## src/rtl/wb_regfile_mc.sv

```systemverilog
// Wishbone register file: N_CH channels of {ctrl, period, divisor, dc}, single-cycle ack/err.
// Optional lock feature enabled by defining WB_REGFILE_LOCK_EN (ctrl[DW-1] locks the channel).
module wb_regfile_mc #(
    parameter int N_CH = 3,
    parameter int DW   = 16,
    parameter int AW   = 16
) (
    input  logic               i_wb_clk,
    input  logic               i_wb_rst_n,
    input  logic               i_wb_cyc,
    input  logic               i_wb_stb,
    input  logic               i_wb_we,
    input  logic [AW-1:0]      i_wb_adr,
    input  logic [DW/8-1:0]    i_wb_sel,
    input  logic [DW-1:0]      i_wb_data,
    output logic               o_wb_ack,
    output logic               o_wb_err,
    output logic [DW-1:0]      o_wb_data,
    output logic [N_CH*DW-1:0] o_ctrl,
    output logic [N_CH*DW-1:0] o_period,
    output logic [N_CH*DW-1:0] o_divisor,
    output logic [N_CH*DW-1:0] o_dc,
    output logic [N_CH-1:0]    o_cfg_upd
);

    localparam int NREG = 4 * N_CH;
    localparam int NB   = DW / 8;

    logic [DW-1:0]   regs_r [NREG];
    logic            ack_r;
    logic            err_r;
    logic [DW-1:0]   rdata_r;
    logic [N_CH-1:0] upd_r;

    logic            accept_s;
    logic            valid_s;
    logic            lock_s;
    logic            ok_s;
    logic            commit_s;
    logic [DW-1:0]   rd_word_s;

    // Request decode: address validity, lock check, and read mux.
    always_comb begin
        accept_s  = i_wb_cyc & i_wb_stb & ~ack_r & ~err_r;
        valid_s   = (i_wb_adr < AW'(NREG));
        rd_word_s = '0;
        lock_s    = 1'b0;
        for (int r = 0; r < NREG; r++) begin
            rd_word_s = (i_wb_adr == AW'(r)) ? regs_r[r] : rd_word_s;
        end
`ifdef WB_REGFILE_LOCK_EN
        for (int c = 0; c < N_CH; c++) begin
            lock_s = (i_wb_adr[AW-1:2] == (AW-2)'(c)) ? regs_r[4*c][DW-1] : lock_s;
        end
        // ctrl itself stays writable so software can clear the lock
        lock_s = lock_s & (i_wb_adr[1:0] != 2'd0);
`endif
        ok_s     = valid_s & ~(i_wb_we & lock_s);
        commit_s = accept_s & ok_s & i_wb_we;
    end

    // Register storage, bus response and update strobes.
    always_ff @(posedge i_wb_clk) begin
        if (!i_wb_rst_n) begin
            for (int r = 0; r < NREG; r++) begin
                regs_r[r] <= '0;
            end
            ack_r   <= 1'b0;
            err_r   <= 1'b0;
            rdata_r <= '0;
            upd_r   <= '0;
        end else begin
            ack_r   <= accept_s & ok_s;
            err_r   <= accept_s & ~ok_s;
            rdata_r <= (accept_s & ok_s & ~i_wb_we) ? rd_word_s : '0;
            for (int r = 0; r < NREG; r++) begin
                if (commit_s && (i_wb_adr == AW'(r))) begin
                    for (int b = 0; b < NB; b++) begin
                        if (i_wb_sel[b]) begin
                            regs_r[r][8*b +: 8] <= i_wb_data[8*b +: 8];
                        end
                    end
                end
            end
            // strobe fires even for sel=0 writes: the commit itself is the event
            for (int c = 0; c < N_CH; c++) begin
                upd_r[c] <= commit_s & (i_wb_adr[AW-1:2] == (AW-2)'(c));
            end
        end
    end

    assign o_wb_ack  = ack_r;
    assign o_wb_err  = err_r;
    assign o_wb_data = rdata_r;
    assign o_cfg_upd = upd_r;

    for (genvar c = 0; c < N_CH; c++) begin : g_ch
        assign o_ctrl   [c*DW +: DW] = regs_r[4*c + 0];
        assign o_period [c*DW +: DW] = regs_r[4*c + 1];
        assign o_divisor[c*DW +: DW] = regs_r[4*c + 2];
        assign o_dc     [c*DW +: DW] = regs_r[4*c + 3];
    end

endmodule

```

## config.mk

```make
export PLATFORM = sky130hd
export DESIGN_NAME = wb_regfile_mc
export DESIGN_NICKNAME = d
export VERILOG_FILES = /design/src/rtl/wb_regfile_mc.sv
export SDC_FILE = /design/constraint.sdc
export NUM_CORES = 1
export LEC_CHECK = 0
export ABC_CLOCK_PERIOD_IN_PS = 3700
export CORE_ASPECT_RATIO = 1.2
export CORE_MARGIN = 4
export CORE_UTILIZATION = 49
export DETAILED_ROUTE_END_ITERATION = 6
export PLACE_DENSITY = 0.81
export SLEW_MARGIN = 15
export SYNTH_ARGS = -nofsm -noshare
export SYNTH_HDL_FRONTEND = slang
export SYNTH_SLANG_ARGS = --single-unit
```

## constraint.sdc

```tcl
create_clock -name i_wb_clk -period 3.7 [get_ports i_wb_clk]
set_input_delay 0.37 -clock i_wb_clk [delete_from_list [all_inputs] [get_ports i_wb_clk]]
set_output_delay 0.37 -clock i_wb_clk [all_outputs]
set_load 0.05 [all_outputs]
```

# After elaboration in Yosys (flattened, before gate mapping)
# Memory sizes are Yosys's and may differ from the RTL's.
# Cells that the tools add are included.
[totals]
ramBits = 192
in_bits = 39
reg_bits = 21
out_inout_bits = 213
n_memories = 1
[classes]
muxes = 111
reduce_logical = 15
n_lt_le_gt_ge = 1
eq_ne = 13
bitwise_logic = 38
[memory_table]
columns = ["name", "words", "width", "rd", "rd_clocked_by_memory_dff", "wr", "line", "source"]
rows = [
  ["regs_r", 12, 16, 12, 0, 12, "29", "logic [DW-1:0] regs_r [NREG];"],
]
[op_table]
columns = ["operator", "n"]
rows = [
  ["$mux 16", 12],
  ["$mux 8", 24],
  ["$mux 1", 75],
  ["$eq 16x3->1 const B", 4],
  ["$eq 16x4->1 const B", 4],
  ["$eq 16x2->1 const B", 2],
  ["$or 1x1->1", 24],
  ["$eq 16x1->1 const B", 1],
  ["$logic_not 16->1", 1],
  ["$lt 16x4->1 const B", 1],
  ["$eq 14x1->1 const B", 1],
  ["$eq 14x2->1 const B", 1],
  ["$logic_not 14->1", 1],
  ["$logic_and 1x1->1", 12],
  ["$and 1x1->1", 10],
  ["$not 1->1", 4],
  ["$reduce_and 2->1", 1],
]

# Depth between registers and ports, before layout
# Gate-level depths: netlist of the first run.
[logic_depth]
depth_word = 13
ltp_mapped = 9
ltp_nobuf = 6

# Worst setup path after synthesis of the first run
# Ideal clock, no wire load.
[synth_path]
kind = "in2reg"
start = "input port i_wb_adr[15]"
end = "memory regs_r[10][0], in the netlist regs_r[2][32] (enable)"
slack_ps = 711
t_required_ps = 3313
cell_stages = 6
arrival_time_ps = 2603
path_cell_list = "nor4_1 > nand2_1 > or3_1 > clkbuf_1 > clkbuf_1 > o31ai_1"
[synth_rtl]
columns = ["item", "line", "source"]
rows = [
  ["start, declared", "13", "input logic [AW-1:0] i_wb_adr,"],
  ["end, declared", "29", ""],
]

==> results.cfg, run 1 <==
[status]
status = complete, no violations

[critical_path]
rr_worst_depth = 5
critPathTopFamily = simple AND/OR/NAND/NOR gates
cp-end-kind = flip-flop
r2r_slack_ns = 1.21
crit_buf_inv = 1
reg2reg_to = regs_r[0][32]
r2r-start = o_wb_ack
critPathLaunchType = input port
critical_path.max_fanout = 9
path_cells = clkdlybuf4s50_1 > or4b_2 > or3_1 > nor2_1 > nand2_1 > nand2_1
crit_type = in2reg
crit_top_cell = nand2_1
critPathArrivalTime_ns = 3.49
worst_ep_required_time_ns = 3.84
cp_slowest_cell = or4b_2
slowest_delay_ns = 0.83

[global_route]
grt_max_degree = 43
use_met1_pct = 41.32
gr-total-overflow = 0
busiest_layer = met2
gr-usage-met3_pct = 6.553
grtUsageMet2_pct = 51.85
grt_pass1_wl_um = 50960
grt_usage_pct = 31.73
grt_pass1_vias = 8058
antenna_found_initial = 0

[sta]
setup_viol = 0
post-route-min-period_ns = 3.359
slew-limit-headroom_pct = 46.93
finalHoldViolations = 0
max_freq_mhz = 297.8
slew_violations = 0
fin_skew_ns = 0.01166
worst_slew_pin_slew_ns = 0.7902
grt_setup_unrepaired = false
setup_tns_ns = 0
finalCritPeriodShare_pct = 90.77

[hold_path]
min_path_cells = 2
holdPathEnd = o_cfg_upd[1]
min-delay-start = i_wb_adr[6]
hold_path.class = in2reg

[layout]
fin_nets = 1108
layoutNonFillerInstCount = 1339
final_cell_mix = clkdlybuf4s50_1 (250), nor2_1 (193), edfxtp_1 (192), nand2_1 (75), buf_4 (43)
register_area_sq_um = 6186
syn_to_final_growth_pct = 38.20
drive_gt1_share_pct = 9.880
n_fill_cell = 1404
multiInputGateArea_sq_um = 2925
final_common_cell = clkdlybuf4s50_1
diodes = 0

[job]
drv_cap = 0

[floorplan]
die_x_um = 134.4
fp.dieH_um = 159.7
boundaryPins = 252
core_sq_um = 18860
start_util_pct = 49.86
fp.dieArea_sq_um = 21480
row_count = 55

[cts]
clk_latency_ns = 0.50
clock_sinks = 213
root_buffer = clkbuf_16
cts_setup_buffers = 0
clk_path_buf_depth = 3
cts_tree = yes
hold_buffers = 0
cts_resized = 0
clk_pin_slew_ns = 0.06
cts_buffers = 21
htree_levels = 1

[routing]
drt_wl_total_um = 35410
drt-initial-drc-count = 1431
final_antenna_net_count = 0
vias = 8346
post_drt_wl_per_cell_um = 26.45
firstDrtPassIters = 6
drt-vias-per-instance = 6.233
drc = 0

[synth]
synth_edf_count = 192
syn_inst = 808
yosys.area_share.adder_pct = 0
synth_compound_area_share_pct = 10.81
yosysUniqueCellTypes = 61
syn-num-nets = 847
ys_async_sr_fraction_pct = 0
ys_ff_latch = 213
synth_area_leaders = edfxtp_1 (61%), nor2_1 (7.7%), dfxtp_1 (4.5%), nand2_1 (3.0%), mux2_2 (2.0%)
synthSimpleGateAreaFrac_pct = 16.90
synth_mux_area_share_pct = 3.207
synth.cell_area_sq_um = 9402
synth_seq_area_share_pct = 65.80
synth_flop_cell = edfxtp_1
synth_top_family_by_area = simple AND/OR/NAND/NOR gates
yosysTopAreaCell = edfxtp_1
synth.avg_cell_area_sq_um = 11.64
yosys.area_share.xor_xnor_pct = 0
synth_top_area_share_pct = 61.33
yosysWarningCount = 0

[pwr]
power.internal_mw = 4.164
power_density_nw_per_um2 = 438.9
power_leakage_nw = 4.514
switching_share_pct = 26.97
pwr-share-comb_pct = 14.1
irDropWorstVdd_mv = 0.3128
clockPowerShare_pct = 36.7
p_sw_mw = 1.538
total_power_mw = 5.702
pwr-share-seq_pct = 49.2

[placement]
gp_congestion = 0.9774
placed_cells = 1302
hpwl_um = 26730
port_buffers = 251
-- power groups by stage --
stage / Sequential [mW] / Combinational [mW] / Clock [mW]
6_report: 2.80 / 0.805 / 2.09
3_5_place_dp: 2.85 / 0.798 / 0
2_1_floorplan: 3.16 / 0.140 / 0
5_1_grt: 2.81 / 0.827 / 2.18
3_3_place_gp: 2.85 / 0.793 / 0
4_1_cts: 2.80 / 0.801 / 2.09
-- synth_stat cells (3+ instances only) --
| library cell | instances |
|---|---|
| nor4b_1 | 3 |
| clkbuf_1 | 41 |
| edfxtp_1 | 192 |
| o221ai_1 | 11 |
| mux2_2 | 17 |
| a21oi_1 | 31 |
| o21ai_0 | 23 |
| nor2_1 | 193 |
| a221oi_1 | 11 |
| mux2i_1 | 11 |
| inv_1 | 19 |
| a211oi_1 | 7 |
| nor4_1 | 13 |
| or3_1 | 12 |
| nand4_1 | 3 |
| buf_2 | 7 |
| nor3_1 | 9 |
| a2111oi_2 | 5 |
| nor2b_1 | 8 |
| nand3_1 | 5 |
| a22o_1 | 5 |
| nand2_1 | 75 |
| or4_1 | 5 |
| buf_1 | 5 |
| and2_1 | 3 |
| o22ai_1 | 10 |
| or4b_2 | 3 |
| o31ai_1 | 4 |
| a22oi_1 | 6 |
| dfxtp_1 | 21 |
| o2bb2ai_1 | 8 |
-- cell type report --
class,count,area share [%]
Clock buffer,27,4.295
Clock inverter,10,0.7800
Inverter,19,0.5489
Multi-Input combinational cell,520,22.52
Sequential cell,213,47.61
Tap cell,256,2.465
Timing Repair Buffer,294,21.78
-- sequential cells by signal, summed over array words and instances, names as in the netlist --
name and flops:
o_wb_data 16, o_cfg_upd 3, regs_r 192, o_wb_err 1, o_wb_ack 1
-- cells by family (layout without fill, tap and decap cells) --
family	count (synthesis)	count (layout)
AND/OR/NAND/NOR	351	351
flip-flops	213	213
AO/OA/AOI/OAI	141	141
buffers and inverters	75	350
multiplexers	28	28
-- metrics by stage --
step           setup slack, ns  hold slack [ns]  util (%)  area [sq um]
2_1_floorplan           0.7108           0.4481         -          9402
3_3_place_gp          -0.09844           0.5661     65.41         12330
3_5_place_dp          -0.06265           0.5806     65.41         12330
4_1_cts                 0.4405           0.4712     68.91         12990
5_1_grt                 0.2457           0.4821     68.91         12990
6_report                0.3415           0.4689     68.91         12990
-- how the worst max path moves through the flow --
stage	from	endpoint	cells past startpoint
floorplan	i_wb_adr[15]	regs_r[2][32]	6
global placement	i_wb_adr[3]	regs_r[0][34]	6
detailed placement	i_wb_adr[3]	regs_r[0][34]	6
CTS	i_wb_adr[3]	regs_r[0][32]	6
global route	i_wb_adr[3]	regs_r[0][36]	6
finish	i_wb_adr[3]	regs_r[0][32]	6
-- per-layer routing --
layer / share of wire (%) / wire length [um]
met1: 34 / 12190
met2: 47 / 16810
met3: 13 / 4502
met4: 5.4 / 1912
met5: 0 / 0
Note: power is estimated with default switching activity, not from simulation.
==> run 2: changes to the inputs <==
--- a/config.mk
+++ b/config.mk
@@ -11,7 +11,7 @@
 export CORE_UTILIZATION = 49
 export DETAILED_ROUTE_END_ITERATION = 6
 export PLACE_DENSITY = 0.81
-export SLEW_MARGIN = 15
+export SLEW_MARGIN = 20
 export SYNTH_ARGS = -nofsm -noshare
 export SYNTH_HDL_FRONTEND = slang
 export SYNTH_SLANG_ARGS = --single-unit
==> results of run 2 <==
The final DEF is identical to that of run 1; final timing and power are the same.
==> run 3: changes to the inputs <==
--- a/config.mk
+++ b/config.mk
@@ -9,6 +9,7 @@
 export CORE_ASPECT_RATIO = 1.2
 export CORE_MARGIN = 4
 export CORE_UTILIZATION = 49
+export CTS_CLUSTER_DIAMETER = 60
 export DETAILED_ROUTE_END_ITERATION = 6
 export PLACE_DENSITY = 0.81
 export SLEW_MARGIN = 20
==> run 3 against run 2 <==
Net effect:
- hold slack got worse by 0.012 ns
- largest power group unchanged
- combinational power about the same
- critical path depth unchanged
- largest cell class unchanged
- sequential cell count unchanged
==> results.cfg, run 3 (synthesized netlist as in run 1, its figures left out) <==
[critical_path]
critical_path.max_fanout = 9
critPathLaunchType = input port
cp-end-kind = flip-flop
worst_ep_required_time_ns = 3.84
critPathArrivalTime_ns = 3.51
crit_type = in2reg

[floorplan]
start_util_pct = 49.86
row_count = 55
fp.dieH_um = 159.7
fp.dieArea_sq_um = 21480
core_sq_um = 18860
die_x_um = 134.4
boundaryPins = 252

[routing]
vias = 8414
firstDrtPassIters = 6
post_drt_wl_per_cell_um = 26.48
final_antenna_net_count = 0
drt_wl_total_um = 35480
drt-vias-per-instance = 6.279
drc = 0
drt-initial-drc-count = 1528

[sta]
post-route-min-period_ns = 3.370
setup_viol = 0
grt_setup_unrepaired = false
fin_ws_ns = 0.3300
fin_skew_ns = 0.01106
slew-limit-headroom_pct = 47.69
whs_ns = 0.4573
finalHoldViolations = 0
max_freq_mhz = 296.7
finalCritPeriodShare_pct = 91.08
slew_violations = 0
worst_slew_pin_slew_ns = 0.7788

[hold_path]
hold_path.class = in2reg

[global_route]
gr-total-overflow = 0
grt_usage_pct = 31.77
antenna_found_initial = 0
grt_max_degree = 43
grt_pass1_wl_um = 51160
grt_pass1_vias = 8131

[layout]
layoutNonFillerInstCount = 1340
final_common_cell = clkdlybuf4s50_1
fin_nets = 1108
n_fill_cell = 1403
final_cell_mix = clkdlybuf4s50_1 (250), nor2_1 (193), edfxtp_1 (192), nand2_1 (75), buf_4 (43)
largest_reg_flops = 192
max_flop_register = regs_r
diodes = 0
register_area_sq_um = 6186
multiInputGateArea_sq_um = 2925
post-route-cell-area_sq_um = 12980
syn_to_final_growth_pct = 38.09
drive_gt1_share_pct = 10.15

[cts]
clock_sinks = 213
cts_buffers = 21
root_buffer = clkbuf_16
clk_latency_ns = 0.51
cts_resized = 0
hold_buffers = 0
cts_setup_buffers = 0
clk_path_buf_depth = 3
clk_pin_slew_ns = 0.06
htree_levels = 1
cts_tree = yes

[placement]
gp_congestion = 0.9774
pre_cts_ws_ns = -0.06265
hpwl_um = 26730
placed_cells = 1302
place_area_sq_um = 12330
port_buffers = 251

[status]
status = complete, no violations

[job]
drv_cap = 0

[pwr]
power_leakage_nw = 4.513
total_power_mw = 5.633
irDropWorstVdd_mv = 0.3148
power_density_nw_per_um2 = 433.9
[run 3: changes by cell type in the layout (fill, tap and decap cells not counted), sizes merged]
cell    delta
bufinv     -2
inv        +2
clkbuf     +1
[run 3: metrics by stage]
stage | utilization, % | TNS (ns)
final | 68.85 | 0
after global routing | 68.85 | 0
after CTS | 68.85 | 0
after detailed placement | 65.41 | -0.4967
after global placement | 65.41 | -0.7817
after floorplan | - | 0
[run 3: worst max-delay path, stage by stage]
cell and delay (ns):
clkdlybuf4s50_1 0.56, or4b_2 0.82, or3_1 0.54, nor2_1 0.28
nand2_1 0.35, nand2_1 0.57
[run 3: path summary, 6_finish.rpt]
kind               startpoint       endpoint  slack, ns  depth (start not counted)
hold / removal    i_wb_adr[6]   o_cfg_upd[1]       0.46                          2
setup reg to reg     o_wb_ack  regs_r[0][34]       1.21                          5
setup / recovery  i_wb_adr[3]  regs_r[0][34]       0.33                          6
hold reg to reg      o_wb_ack       o_wb_ack       0.59                          3
[run 3: final cells by class]
type                    count  area share [%]
repair buffers            294           21.80
clock inverters            10          0.5204
flip-flops and latches    213           47.65
inverters                  19          0.5493
clock buffers              28           4.481
multi-input cells         520           22.53
well taps                 256           2.467
[run 3: per-layer routing]
layer | up-vias | GRT usage, % | share of wire [%]
li1 | 3503 | - | -
met1 | 4003 | 41.24 | 35
met2 | 769 | 52.01 | 48
met3 | 139 | 6.459 | 13
met4 | 0 | 13.56 | 5.0
met5 | - | 0 | 0
[run 3: power by group]
part           switching (mW)  internal (mW)
sequential             0.0844           2.72
combinational           0.564          0.241
clock                   0.908           1.12
total                    1.56           4.08
